$ cat src/rtl/adder_defs.sv
// Shared definitions for the chunked arithmetic blocks: FSM state encoding
// and helpers that size the chunk count and chunk index.
package adder_defs;

  typedef enum logic [1:0] {
    ST_IDLE = 2'd0,
    ST_RUN  = 2'd1,
    ST_DONE = 2'd2
  } state_t;

  function automatic int unsigned nchunk_of(input int unsigned width,
                                            input int unsigned chunk);
    return width / chunk;
  endfunction

  // Index register is at least one bit wide, even for a single chunk.
  function automatic int unsigned idx_bits(input int unsigned n);
    return (n > 1) ? $clog2(n) : 1;
  endfunction

endpackage

$ cat src/rtl/chunk_adder.sv
// Combinational CHUNK-bit ripple of full-adder cells; also exposes the
// carry into the top bit so the caller can form signed overflow.
module chunk_adder #(
  parameter int unsigned CHUNK = 8
) (
  input  logic [CHUNK-1:0] x,
  input  logic [CHUNK-1:0] y,
  input  logic             ci,
  output logic [CHUNK-1:0] s,
  output logic             co,
  output logic             c_msb
);

  always_comb begin : ripple
    logic cy;
    cy    = ci;
    s     = '0;
    c_msb = ci;
    for (int unsigned i = 0; i < CHUNK; i++) begin
      if (i == CHUNK - 1) c_msb = cy;
      s[i] = x[i] ^ y[i] ^ cy;
      cy   = (x[i] & y[i]) | (cy & (x[i] ^ y[i]));
    end
    co = cy;
  end

endmodule

$ cat src/rtl/chunked_adder.sv
// Multi-cycle adder/subtractor: processes CHUNK bits per clock, holding the
// carry between chunks, with a start/ready/valid handshake and result flags.
module chunked_adder
  import adder_defs::*;
#(
  parameter int unsigned WIDTH = 32,
  parameter int unsigned CHUNK = 8
) (
  input  logic             clk,
  input  logic             reset,
  input  logic             start,
  output logic             ready,
  input  logic [WIDTH-1:0] a,
  input  logic [WIDTH-1:0] b,
  input  logic             sub,
  input  logic             cin,
  output logic             valid,
  output logic [WIDTH-1:0] sum,
  output logic             cout,
  output logic             overflow,
  output logic             zero
);

  localparam int unsigned NCHUNK = nchunk_of(WIDTH, CHUNK);
  localparam int unsigned IW     = idx_bits(NCHUNK);
  localparam logic [IW-1:0] LAST = IW'(NCHUNK - 1);

  state_t           state_q, state_d;
  logic [WIDTH-1:0] a_q, b_q, acc_q, acc_d, sum_q;
  logic             carry_q;
  logic [IW-1:0]    idx_q;
  logic             cout_q, ovf_q, zero_q;
  logic [31:0]      base;
  logic [CHUNK-1:0] x, y, s;
  logic             co, c_msb;
  logic             accept, last;

  always_comb begin
    base  = 32'(idx_q) * CHUNK;
    x     = a_q[base +: CHUNK];
    y     = b_q[base +: CHUNK];
    acc_d = acc_q;
    acc_d[base +: CHUNK] = s;
  end

  chunk_adder #(.CHUNK(CHUNK)) u_chunk (
    .x     (x),
    .y     (y),
    .ci    (carry_q),
    .s     (s),
    .co    (co),
    .c_msb (c_msb)
  );

  always_comb begin
    state_d = state_q;
    ready   = (state_q != ST_RUN);
    valid   = (state_q == ST_DONE);
    accept  = ready & start;
    last    = (idx_q == LAST);
    case (state_q)
      ST_IDLE: if (accept) state_d = ST_RUN;
      ST_RUN:  if (last) state_d = ST_DONE;
      ST_DONE: state_d = accept ? ST_RUN : ST_IDLE;
      default: state_d = ST_IDLE;
    endcase
  end

  // acc_q fills chunk by chunk; the visible sum/flags move only on the last
  // chunk, so outputs hold the previous result throughout RUN.
  always_ff @(posedge clk) begin
    if (reset) begin
      state_q <= ST_IDLE;
      a_q     <= '0;
      b_q     <= '0;
      acc_q   <= '0;
      carry_q <= 1'b0;
      idx_q   <= '0;
      sum_q   <= '0;
      cout_q  <= 1'b0;
      ovf_q   <= 1'b0;
      zero_q  <= 1'b0;
    end else begin
      state_q <= state_d;
      if (accept) begin
        a_q     <= a;
        b_q     <= sub ? ~b : b;
        carry_q <= sub ? 1'b1 : cin;
        idx_q   <= '0;
      end else if (state_q == ST_RUN) begin
        acc_q   <= acc_d;
        carry_q <= co;
        idx_q   <= idx_q + IW'(1);
        if (last) begin
          sum_q  <= acc_d;
          cout_q <= co;
          ovf_q  <= co ^ c_msb;
          zero_q <= (acc_d == '0);
        end
      end
    end
  end

  assign sum      = sum_q;
  assign cout     = cout_q;
  assign overflow = ovf_q;
  assign zero     = zero_q;

endmodule

$ cat config.mk
export PLATFORM = sky130hd
export DESIGN_NAME = chunked_adder
export DESIGN_NICKNAME = d
export VERILOG_FILES = /design/src/rtl/adder_defs.sv /design/src/rtl/chunk_adder.sv /design/src/rtl/chunked_adder.sv
export SDC_FILE = /design/constraint.sdc
export NUM_CORES = 1
export LEC_CHECK = 0
export ABC_AREA = 1
export BUFFER_PORTS_ARGS = -buffer_cell sky130_fd_sc_hd__buf_2
export CAP_MARGIN = 20
export CORE_AREA = 2 2 85 149
export DETAILED_ROUTE_END_ITERATION = 8
export DIE_AREA = 0 0 87 151
export HOLD_SLACK_MARGIN = 0.05
export PLACE_DENSITY_LB_ADDON = 0.1
export SYNTH_ARGS = -nofsm -noshare
export SYNTH_HDL_FRONTEND = slang
export SYNTH_SLANG_ARGS = --single-unit
$ cat constraint.sdc
create_clock -name clk -period 6.2 [get_ports clk]
set_clock_uncertainty 0.15 [all_clocks]
set_input_delay 0.62 -clock clk [delete_from_list [all_inputs] [get_ports clk]]
set_output_delay 0.62 -clock clk [all_outputs]
set_load 0.005 [all_outputs]
==> impl.org, run 1 <==
** Finish
- Synth-to-layout area growth :: 16.8%
- In the final design database the tool counted 1047 nets.
- # diodes :: 0
- Share of the core filled with cells :: 63.3%
- Share of post-route cells with drive strength above 1 :: 15.7%
- Filler instances :: 1148

** Routing
- Post-DR vias/cell :: 5.33
- In the routed design, unresolved DRC markers number 0.
- DR iter-0 viols :: 344
- Summed over all layers, the routed wires come to 16500 microns.
- The count of nets left with antenna violations once routing finished came out at 0.
- The first detailed-routing pass ran for 6 iterations.
- The final route contains 5935 vias.
- After detailed routing, the average wire length per cell comes to 14.8 microns.

** Die
- Die outline area :: 13100 sq um
- Measured along the x axis, the die boundary spans 87 microns.
- Placeable core region :: 11900 sq um
- For this configuration, the core starts out at a cell density of 54.2%.
- Vertical die dimension :: 151 microns
- Top Ports :: 106
- The initialized floorplan defines 53 standard-cell rows.

** Critical path
- Among all stages on the critical path, the largest delay is contributed by sky130_fd_sc_hd__fa_1.
- The worst setup path is of the reg -> reg kind.
- Max incr delay on CP :: 0.54 ns
- Arrival time at the worst endpoint :: 5.59 ns
- STA classifies the critical path endpoint as a flip-flop.
- STA classifies the critical path startpoint as a flip-flop.
- STA puts the critical path data required time at 6.39 ns.
- Highest net fanout along the worst path :: 29
- Chain of cells forming the critical path :: inv_1 -> nand2_1 -> a32o_1 -> fa_1 -> fa_1 -> fa_1 -> fa_1 -> fa_1 -> inv_1 -> fa_1 -> inv_1 -> fa_1 -> fa_1 -> nor2_1 -> nand3_1 -> nand2_1 -> nor2_1 -> nand3_1 -> nor2_1 -> nand4_1 -> a21oi_1
- Among the stages of the critical path, the cell type that occurs most often is sky130_fd_sc_hd__fa_1.

** Power and ir drop
- Across the VDD grid, the largest voltage drop is 0.219 mV.
- Power density relative to cell area :: 310 nW/um^2
- For this design the static power due to leakage is 3.60 nW.

** STA
- Tcrit/Tclk final :: 87.1%
- Tmin final :: 5.40 ns
- The number of failing hold endpoints at the final stage was 0.
- At the pin with the least slew margin, the transition time is 0.940 ns.
- Peak clock frequency supported by timing :: 0.185 GHz
- For the final routed database, the setup TNS stands at 0 ns.
- # setup viols final :: 0
- Setup repair after global routing left no endpoint under its margin.
- The final-report max-slew violation count was 0.
- Measured against its own limit, the worst slew margin works out to 37.2%.

** Placement
- Detailed placement finished with a half-perimeter wire length of 11800 microns.
- At the end of routability-driven placement, the weighted congestion stood at 0.864.
- Buffers placed on the I/O ports in this run total 105.

** Synthesis
- After synthesis the netlist holds a flip-flop and latch count of 136.
- Sequential element share of the synthesized area :: 42.3%
- The number of different library cells used by synthesis comes to 27.
- Post-Synthesis Cell Area :: 6430 sq um
- Net count of the mapped netlist :: 974
- Dividing the synthesized area by the synthesized cell count gives 7.22 sq um.
- Synthesis produced a netlist whose cell count is 891.
- The Yosys step of the flow raised 0 warnings.

** Run
- Max-cap violations :: 0

** Global routing
- Maximum number of pins on one net before global-route repair :: 56
- Number of global-route vias before repair :: 5435
- Global routing used 26.1% of the available tracks.
- Wire length of the first global-routing pass :: 26700 microns
- Total gr overflow :: 0
- Initial antenna violation count :: 0

** Min path
- The path class of the tightest hold or removal check is in -> reg.

** CTS
- Clk Latency, worst-skew pair :: 0.41 ns
- Number of clock buffers inserted by TritonCTS :: 17
- Resize count post-CTS :: 0
- Clock root buffer :: sky130_fd_sc_hd__clkbuf_16
- Count of H-tree levels built during CTS :: 4
- The clock passes through at most 2 buffers.
- Counting every sink on the clock net gives 136.
- Post-CTS repair timing setup buffer count :: 0
- Clock edge transition at the registers on the reported setup and hold paths :: 0.06 ns
- CTS tree :: yes
- For this design, the CTS-stage hold fixing added 0 buffers.

** Status
- Run status :: finished, final reports clean
## layer usage
layer	routed length [microns]	part of all wire [%]	GRT usage, %
met5	0	0	0
met4	534	3.2	11.5
met3	557	3.4	3.98
met2	8840	54	47.1
met1	6550	40	29.9
## layout make-up
type	count	area [sq um]	area share, %
clock buffer	23	478	6.36
clock inverter	9	140	1.86
inverter	85	319	4.25
multi-input combinational	612	3110	41.3
sequential	136	2720	36.2
tap	137	171	2.28
timing repair buffer	112	578	7.69
## cell usage in the layout (no fill, tap or decap), types with 2 or more instances in the layout
cell                           n
sky130_fd_sc_hd__a21oi_1      32
sky130_fd_sc_hd__a32o_1        6
sky130_fd_sc_hd__buf_2       105
sky130_fd_sc_hd__buf_4         7
sky130_fd_sc_hd__bufinv_16     3
sky130_fd_sc_hd__clkbuf_1      3
sky130_fd_sc_hd__clkbuf_16    17
sky130_fd_sc_hd__clkbuf_8      3
sky130_fd_sc_hd__clkinv_4      3
sky130_fd_sc_hd__clkinvlp_4    2
sky130_fd_sc_hd__dfxtp_1     135
sky130_fd_sc_hd__fa_1          8
sky130_fd_sc_hd__ha_1          6
sky130_fd_sc_hd__inv_1        79
sky130_fd_sc_hd__inv_2         6
sky130_fd_sc_hd__nand2_1     135
sky130_fd_sc_hd__nand3_1      71
sky130_fd_sc_hd__nand4_1       2
sky130_fd_sc_hd__nor2_1      165
sky130_fd_sc_hd__nor2_4        2
sky130_fd_sc_hd__o211ai_1     13
sky130_fd_sc_hd__o21a_1        2
sky130_fd_sc_hd__o21ai_0     116
sky130_fd_sc_hd__o22ai_1      16
sky130_fd_sc_hd__xnor2_1      33
## flip-flops by register name, summed over array words and instances, names as in the netlist
| signal | cells |
|---|---|
| acc_q | 32 |
| a_q | 32 |
| overflow | 1 |
| idx_q | 2 |
| b_q | 32 |
| sum | 32 |
| zero | 1 |
| cout | 1 |
| carry_q | 1 |
| state_q | 2 |
## power by group
part / switching (mW) / internal [mW]
Clock: 0.381 / 0.668
Sequential: 0.0316 / 0.929
Combinational: 0.200 / 0.117
Total: 0.613 / 1.71
## synth_stat cells, drive strengths merged
| library cell | number | area (sq um) |
|---|---|---|
| o21ai | 116 | 581 |
| a31oi | 1 | 6.26 |
| inv | 85 | 319 |
| fa | 8 | 160 |
| a32o | 6 | 60.1 |
| xnor2 | 33 | 289 |
| buf | 41 | 228 |
| o211ai | 13 | 97.6 |
| nand3 | 71 | 355 |
| nor2 | 169 | 663 |
| o21a | 2 | 15.0 |
| nand4 | 2 | 12.5 |
| nand2 | 136 | 518 |
| dfxtp | 136 | 2720 |
| nand3b | 1 | 7.51 |
| o22ai | 16 | 100 |
| clkbuf | 17 | 63.8 |
| a21oi | 32 | 160 |
| ha | 6 | 75.1 |
## through the flow
step,worst slack (ns),instance area [sq um],power [mW],std cells,hold WS [ns]
6_report,0.797,7520,2.33,1114,0.305
5_1_grt,0.428,7520,2.43,1114,0.309
4_1_cts,0.815,7520,2.34,1114,0.296
3_5_place_dp,0.830,6900,1.30,1082,0.301
3_3_place_gp,0.962,6900,1.29,1082,0.303
2_1_floorplan,1.09,6430,1.20,891,0.274
## path summary, 6_finish.rpt
| kind | from | to | slack [ns] | cells after the start |
|---|---|---|---|---|
| min | a[14] | a_q[14] | 0.30 | 3 |
| min reg2reg | a_q[4] | a_q[4] | 0.31 | 2 |
| max reg2reg | idx_q[0] | zero | 0.80 | 21 |
| max | idx_q[0] | zero | 0.80 | 21 |
## worst max-delay path, delay by kind of cell (launching register included)
family	cells	cell delay, ns
AOI/OAI and AO/OA	2	0.38
DFF	1	0.46
and+or+nand+nor	8	0.74
buffers and inverters	3	0.51
adders and majority gates	8	3.09
## cells by family (layout without fill, tap and decap cells)
logic type               after synthesis  count (layout)  synth area share [%]
AND/OR/NAND/NOR                      379             379                  24.2
AO/OA/AOI/OAI                        186             186                  15.8
buffers and inverters                143             229                  9.49
flip-flops                           136             136                  42.3
XOR/XNOR                              33              33                  4.49
adder cells (fa/ha/maj)               14              14                  3.66
No activity file was read; power rests on OpenSTA's default activity.
==> run 2, diff against run 1 <==
BUFFER_PORTS_ARGS = not set   (was -buffer_cell sky130_fd_sc_hd__buf_2)
DONT_BUFFER_PORTS = 1   (was not set)
==> run 2 against run 1 <==
Against the previous run:
- combinational power fell by 9.7%
- core utilization fell by 4.4 points
- register-to-register slack improved by 0.06 ns
- fmax rose by 1.1%
- clock power barely moved
- critical endpoint unchanged
- largest cell class unchanged
- highest routed layer unchanged
==> impl.org, run 2 (synthesis gave the netlist of run 1 again) <==
** Die
- After floorplanning, the core was divided into 53 placement rows.
- Die X-Extent :: 87 microns
- Initial core utilization :: 54.2%
- The die covers 13100 sq um.
- Top Ports :: 106
- Placeable core region :: 11900 sq um
- From bottom edge to top edge, the die measures 151 microns.

** Placement
- Placed inst area :: 6360 sq um
- Detailed placement HPWL :: 12100 microns
- Quantity of I/O buffers inserted on ports :: 0
- At the end of routability-driven placement, the weighted congestion stood at 0.937.
- Placed insts :: 976

** Finish
- Share of the core filled with cells :: 58.9%
- Filler-free cell count of the finished design :: 1008
- The area growth from synthesis to layout is 8.73%.
- Post-route cell area :: 7000 sq um
- Share of post-route cells with drive strength above 1 :: 5.51%
- Filler instances :: 1138
- Top library cells by usage in the layout, fill and taps aside :: 165 x sky130_fd_sc_hd__nor2_1, 135 x sky130_fd_sc_hd__nand2_1, 135 x sky130_fd_sc_hd__dfxtp_1, 116 x sky130_fd_sc_hd__o21ai_0, 79 x sky130_fd_sc_hd__inv_1
- In the final layout, flip-flops and latches occupy 2720 sq um.
- The number of antenna diodes in the final layout is 0.
- For this run, the post-layout net count is 941.
- Most frequent standard cell in the layout excluding fill and tap cells :: sky130_fd_sc_hd__nor2_1
- Multi-input gate area :: 3110 sq um

** Critical path
- For the worst setup path, the data required time is 6.40 ns.
- The most numerous cell type found on the critical path is sky130_fd_sc_hd__fa_1.
- Among all stages on the critical path, the largest delay is contributed by sky130_fd_sc_hd__fa_1.
- Data on the critical path arrives at its endpoint at 5.55 ns.
- Type of element capturing the critical path :: flip-flop
- Chain of cells forming the critical path :: inv_1 -> nand2_1 -> a32o_1 -> fa_1 -> fa_1 -> fa_1 -> fa_1 -> fa_1 -> inv_1 -> fa_1 -> inv_1 -> fa_1 -> fa_1 -> nor2_1 -> nand3_1 -> nand2_1 -> nor2_1 -> nand3_1 -> nor2_1 -> nand4_1 -> a21oi_1
- Max incr delay on CP :: 0.53 ns
- Top delay family on crit path :: adder cells
- Critical setup path kind :: reg -> reg
- STA classifies the critical path startpoint as a flip-flop.
- Count of buffering cells on the critical path with inverters included :: 3
- Highest net fanout along the worst path :: 25

** Power and ir drop
- The clock network burns 46.3% of the power.
- Proportion of total power due to net switching :: 25.7%
- Switching component of the power :: 599 uW
- Power comes to 2.33 mW.
- P_leak :: 3.14 nW
- Portion of total power attributed to sequential cells :: 41.4%
- Combinational logic burns 12.3% of the power.
- Maximum VDD drop :: 0.209 mV
- For this design the ratio of total power to cell area is 332 nW/um^2.
- Cell-internal power :: 1.73 mW

** Global routing
- Entering global routing, the biggest net connects 59 pins.
- Initial antenna violation count :: 0
- After global routing the overflow that remains totals 0.
- GRT Total Usage :: 25.8%
- Wire length of the first global-routing pass :: 26000 microns
- Number of global-route vias before repair :: 5428

** Routing
- Dividing the detail-routed via count by the number of cells gives 5.59.
- The first routing iteration left 412 violations.
- First-pass DRT Iterations :: 6
- After detailed routing, the average wire length per cell comes to 16.4 microns.
- Detail Route Antenna Nets :: 0
- For this run, design rule violations remaining after detail routing come to 0.
- Wires add up to 16500 microns.
- Vias after detailed routing :: 5631

** Run
- Max-cap violations :: 0

** Min path
- Worst hold path class :: in -> reg

** STA
- The clock period could shrink to 5.35 ns.
- At the pin with the least slew margin, the transition time is 0.937 ns.
- Final hold violation count :: 0
- Summed over all failing endpoints, the final setup total negative slack is 0 ns.
- Worst slew margin :: 37.4%
- Static timing analysis puts the maximum clock frequency at 0.187 GHz.
- Count of pins over their slew limit :: 0
- Setup repair after global routing left no endpoint under its margin.
- Tcrit/Tclk final :: 86.2%
- Setup violations remaining at the end of the flow were counted as 0.

** CTS
- For this design, the sink count on the clock tree is 136.
- Clock root buffer :: sky130_fd_sc_hd__clkbuf_16
- CTS built an H-tree with a depth of 4.
- Post-CTS repair timing setup buffer count :: 0
- Clock edge transition at the registers on the reported setup and hold paths :: 0.06 ns
- The later pin in the worst-skew pair is clocked with a latency of 0.42 ns.
- Number of clock buffers inserted by TritonCTS :: 17
- Post-CTS Hold Fix Bufs :: 0
- CTS max path bufs :: 2
- CTS tree :: yes
- Resize count post-CTS :: 0

** Status
- The run finished with clean final reports.
[run 2: cell types whose count changed in the layout (fill, tap and decap cells not counted), sizes merged]
cell and change:
buf -106, clkinv +3, clkbuf -2, clkinvlp -2
bufinv +1
[run 2: power groups by stage]
stage | clock network [mW] | registers, mW | logic (mW)
after global routing | 1.12 | 0.966 | 0.328
after floorplan | 0 | 0.966 | 0.237
after global placement | 0 | 0.978 | 0.279
after detailed placement | 0 | 0.980 | 0.286
after CTS | 1.09 | 0.961 | 0.288
final | 1.08 | 0.962 | 0.287
[run 2: layout make-up]
type | count | area share, %
clock inverters | 11 | 2.43
clock buffers | 21 | 6.58
multi-input cells | 612 | 44.4
well taps | 137 | 2.45
repair buffers | 6 | 0.644
flip-flops and latches | 136 | 38.9
inverters | 85 | 4.56
[run 2: path summary, 6_finish.rpt]
check	startpoint	to	slack, ns	depth (start not counted)
max reg2reg	idx_q[0]	zero	0.85	21
min	reset	carry_q	0.14	1
max	idx_q[0]	zero	0.85	21
min reg2reg	a_q[4]	a_q[4]	0.32	2
[run 2: per-stage QoR]
step	setup slack, ns	hold slack [ns]
final	0.854	0.136
after CTS	0.870	0.114
after global routing	0.526	0.126
after global placement	1.02	0.308
after floorplan	1.09	0.274
after detailed placement	0.924	0.313
[run 2: layer usage]
layer	global-route usage [%]	vias to the layer above	wire length [microns]	share of wire, %
met3	4.03	44	739	4.5
met5	0	-	0	0
li1	-	2802	-	-
met2	47.3	179	9010	54
met4	14.4	0	734	4.4
met1	27.2	2606	6050	37
==> run 3, diff against run 2 <==
clock period = 6 ns   (was 6.2 ns; I/O delays follow)
==> run 3 against run 2 <==
Against the previous run:
- critical endpoint unchanged
- register-to-register slack worse by 0.09 ns
- worst setup slack lost 0.094 ns
- non-clock buffer count grew 2
- wire length is 0.77% higher
- clock-buffer cell count down 3
==> impl.org, run 3 (synthesis gave the netlist of run 1 again) <==
** Critical path
- Chain of cells forming the critical path :: inv_1 -> a21oi_1 -> a32o_1 -> fa_1 -> fa_1 -> fa_1 -> fa_1 -> fa_1 -> inv_1 -> fa_1 -> inv_1 -> fa_1 -> fa_1 -> nor2_1 -> nand3_1 -> nand2_1 -> nor2_1 -> nand3_1 -> nor2_1 -> nand4_1 -> a21oi_1
- Arrival time at the worst endpoint :: 5.45 ns
- Number of gates on the worst path with buffers counted :: 21
- STA puts the critical path data required time at 6.21 ns.
- In this design, the critical path's most frequently occurring cell is sky130_fd_sc_hd__fa_1.
- Beginning of the worst register-to-register path :: idx_q[1]
- Of all nets on the critical path, the largest fanout is 18.
- Count of buffering cells on the critical path with inverters included :: 3
- The worst register-to-register path ends at zero.
- The most critical setup path has its endpoint at zero.
- Worst setup SP type :: flip-flop
- Max incr delay on CP :: 0.54 ns
- Top delay family on crit path :: adder cells
- The worst setup path is of the reg -> reg kind.
- The largest individual stage delay along the critical path comes from the cell sky130_fd_sc_hd__fa_1.
- Logic depth of the worst register-to-register path :: 21
- Crit. Startpoint :: idx_q[1]
- Setup slack on the worst reg-to-reg path comes out at 0.76 ns.
- The worst setup path is captured at a flip-flop.

** STA
- Setup TNS :: 0 ns
- Slew at the pin closest to its max-slew limit :: 0.918 ns
- The final-report max-slew violation count was 0.
- RSZ-0062 raised after global routing :: no
- Tmin final :: 5.24 ns
- Measured against its own limit, the worst slew margin works out to 38.6%.
- Derived from the worst setup path, the maximum achievable clock frequency is 0.191 GHz.
- Dividing the final minimum period by the clock period gives 87.3%.
- The number of failing hold endpoints at the final stage was 0.
- # setup viols final :: 0

** Finish
- The area growth from synthesis to layout is 8.11%.
- Total Nets Final :: 943
- Top library cells by usage in the layout, fill and taps aside :: 165 x sky130_fd_sc_hd__nor2_1, 135 x sky130_fd_sc_hd__nand2_1, 135 x sky130_fd_sc_hd__dfxtp_1, 116 x sky130_fd_sc_hd__o21ai_0, 79 x sky130_fd_sc_hd__inv_1
- Post-route cell area :: 6960 sq um
- Filler instances :: 1140
- Share of the core filled with cells :: 58.6%
- In the final layout, the multi-input gates occupy 3110 sq um.
- Combined flip-flop and latch cell area :: 2720 sq um
- The repair_antennas step left the layout with diodes totalling 0.
- Leaving out fill and tap cells, the most frequent cell in the layout is sky130_fd_sc_hd__nor2_1.
- Share of post-route cells with drive strength above 1 :: 5.73%

** Routing
- The count of nets left with antenna violations once routing finished came out at 0.
- DR iter-0 viols :: 316
- First-pass DRT Iterations :: 5
- Vias after detailed routing :: 5585
- Total Routed Length :: 16700 microns
- In the routed design, unresolved DRC markers number 0.
- Post-DR vias/cell :: 5.54
- Avg WL per Cell :: 16.5 microns

** CTS
- Clock-pin slew was measured on the worst setup and hold paths at 0.06 ns.
- Post-CTS repair timing setup buffer count :: 0
- The clock tree synthesis step divided the H-tree into 4 levels.
- In this run, post-CTS hold repair placed 0 buffers.
- The clock passes through at most 2 buffers.
- TritonCTS built the clock tree.
- Number of clock buffers inserted by TritonCTS :: 17
- Clk Latency, worst-skew pair :: 0.42 ns
- Gates resized during post-CTS repair numbered 0.
- The clock drives 136 sinks.
- The root buffer cell chosen for the clock tree is sky130_fd_sc_hd__clkbuf_16.

** Power and ir drop
- Maximum VDD drop :: 0.191 mV
- Combinational logic burns 12.9% of the power.
- Switching component of the power :: 635 uW
- Portion of total power attributed to sequential cells :: 42.8%
- Net switching is 27.4% of the power.
- Power spread over the standard cell area amounts to 333 nW/um^2.
- Cell-internal power :: 1.68 mW
- In this run, the clock network consumes 44.3% of the power.
- In this run the static leakage power is 3.10 nW.

** Global routing
- Number of global-route vias before repair :: 5209
- Initial antenna violation count :: 0
- For met1 alone, demand over resource in global routing was 29.8%.
- For this run, the total global-route usage over all layers was measured as 26.3%.
- Met3 track utilization from global routing :: 4.74%
- Most heavily used metal layer in global routing :: met2
- Global-route track usage on met2 :: 46.5%
- Global routing finished with a remaining overflow of 0.
- Wire length of the first global-routing pass :: 26500 microns
- Entering global routing, the biggest net connects 54 pins.

** Die
- Vertical die dimension :: 151 microns
- Die X-Extent :: 87 microns
- For this configuration, the core starts out at a cell density of 54.2%.
- The floorplan step defined a core boundary enclosing 11900 sq um.
- Row generation in the floorplan step produced 53 rows.
- The die covers 13100 sq um.
- Top Ports :: 106

** Min path
- Cells on Worst Hold Path :: 1
- The worst hold path begins at reset.
- Worst hold path class :: in -> reg

** Placement
- At the end of routability-driven placement, the weighted congestion stood at 0.874.
- Quantity of I/O buffers inserted on ports :: 0
- Detailed placement HPWL :: 12100 microns
- Summing all placed instances gives a cell area of 6380 sq um.

** Status
- Run status :: finished, final reports clean

** Run
- Max-cap violations :: 0
run 3: cell count changes in the layout (fill, tap and decap cells not counted):
cell                         before  now
sky130_fd_sc_hd__clkinvlp_4       0    5
sky130_fd_sc_hd__inv_6            1    4
sky130_fd_sc_hd__buf_4            6    8
sky130_fd_sc_hd__bufinv_16        4    2
sky130_fd_sc_hd__clkbuf_8         2    0
sky130_fd_sc_hd__clkinv_2         3    1
sky130_fd_sc_hd__clkinv_4         3    1
sky130_fd_sc_hd__clkbuf_1         2    1
run 3: worst min-delay path by stage:
| stage | endpoint | slack (ns) |
|---|---|---|
| 6_report | zero | 0.13 |
| 5_1_grt | state_q[0] | 0.1 |
| 4_1_cts | carry_q | 0.09 |
| 3_5_place_dp | a_q[4] | 0.30 |
| 3_3_place_gp | a_q[4] | 0.29 |
| 2_1_floorplan | a_q[4] | 0.27 |
run 3: worst register-to-register path: cells and delay by family (launching register included):
| family | cells | cell delay (ns) |
|---|---|---|
| AOI/OAI and AO/OA | 3 | 0.45 |
| adders and majority gates | 8 | 3.11 |
| buffers and inverters | 3 | 0.51 |
| DFF | 1 | 0.31 |
| and+or+nand+nor | 7 | 0.65 |
run 3: through the flow:
stage	hold slack (ns)	cells	setup WS (ns)	total power, mW
2_1_floorplan	0.274	891	0.886	1.24
3_3_place_gp	0.293	978	0.869	1.30
3_5_place_dp	0.297	978	0.783	1.31
4_1_cts	0.0869	1009	0.752	2.33
5_1_grt	0.0981	1009	0.405	2.42
6_report	0.126	1009	0.761	2.32
run 3: layout make-up:
cell class | count | area share [%]
Tap cell | 137 | 2.46
Sequential cell | 136 | 39.2
Multi-Input combinational cell | 612 | 44.6
Timing Repair Buffer | 8 | 0.863
Clock inverter | 13 | 2.10
Clock buffer | 18 | 6.17
Inverter | 85 | 4.59
run 3: metal layers:
layer  wire length [microns]  vias to the layer above  part of all wire, %
li1                        -                     2804                    -
met1                    6360                     2576                   38
met2                    8920                      166                   54
met3                     728                       39                  4.4
met4                     650                        0                  3.9
met5                       0                        -                    0
run 3: power groups by stage:
stage          Sequential [mW]  Clock (mW)  Combinational [mW]
3_5_place_dp              1.01           0               0.299
2_1_floorplan            0.998           0               0.245
4_1_cts                  0.990        1.04               0.300
3_3_place_gp              1.01           0               0.294
6_report                 0.990        1.03               0.299
5_1_grt                  0.996        1.08               0.341
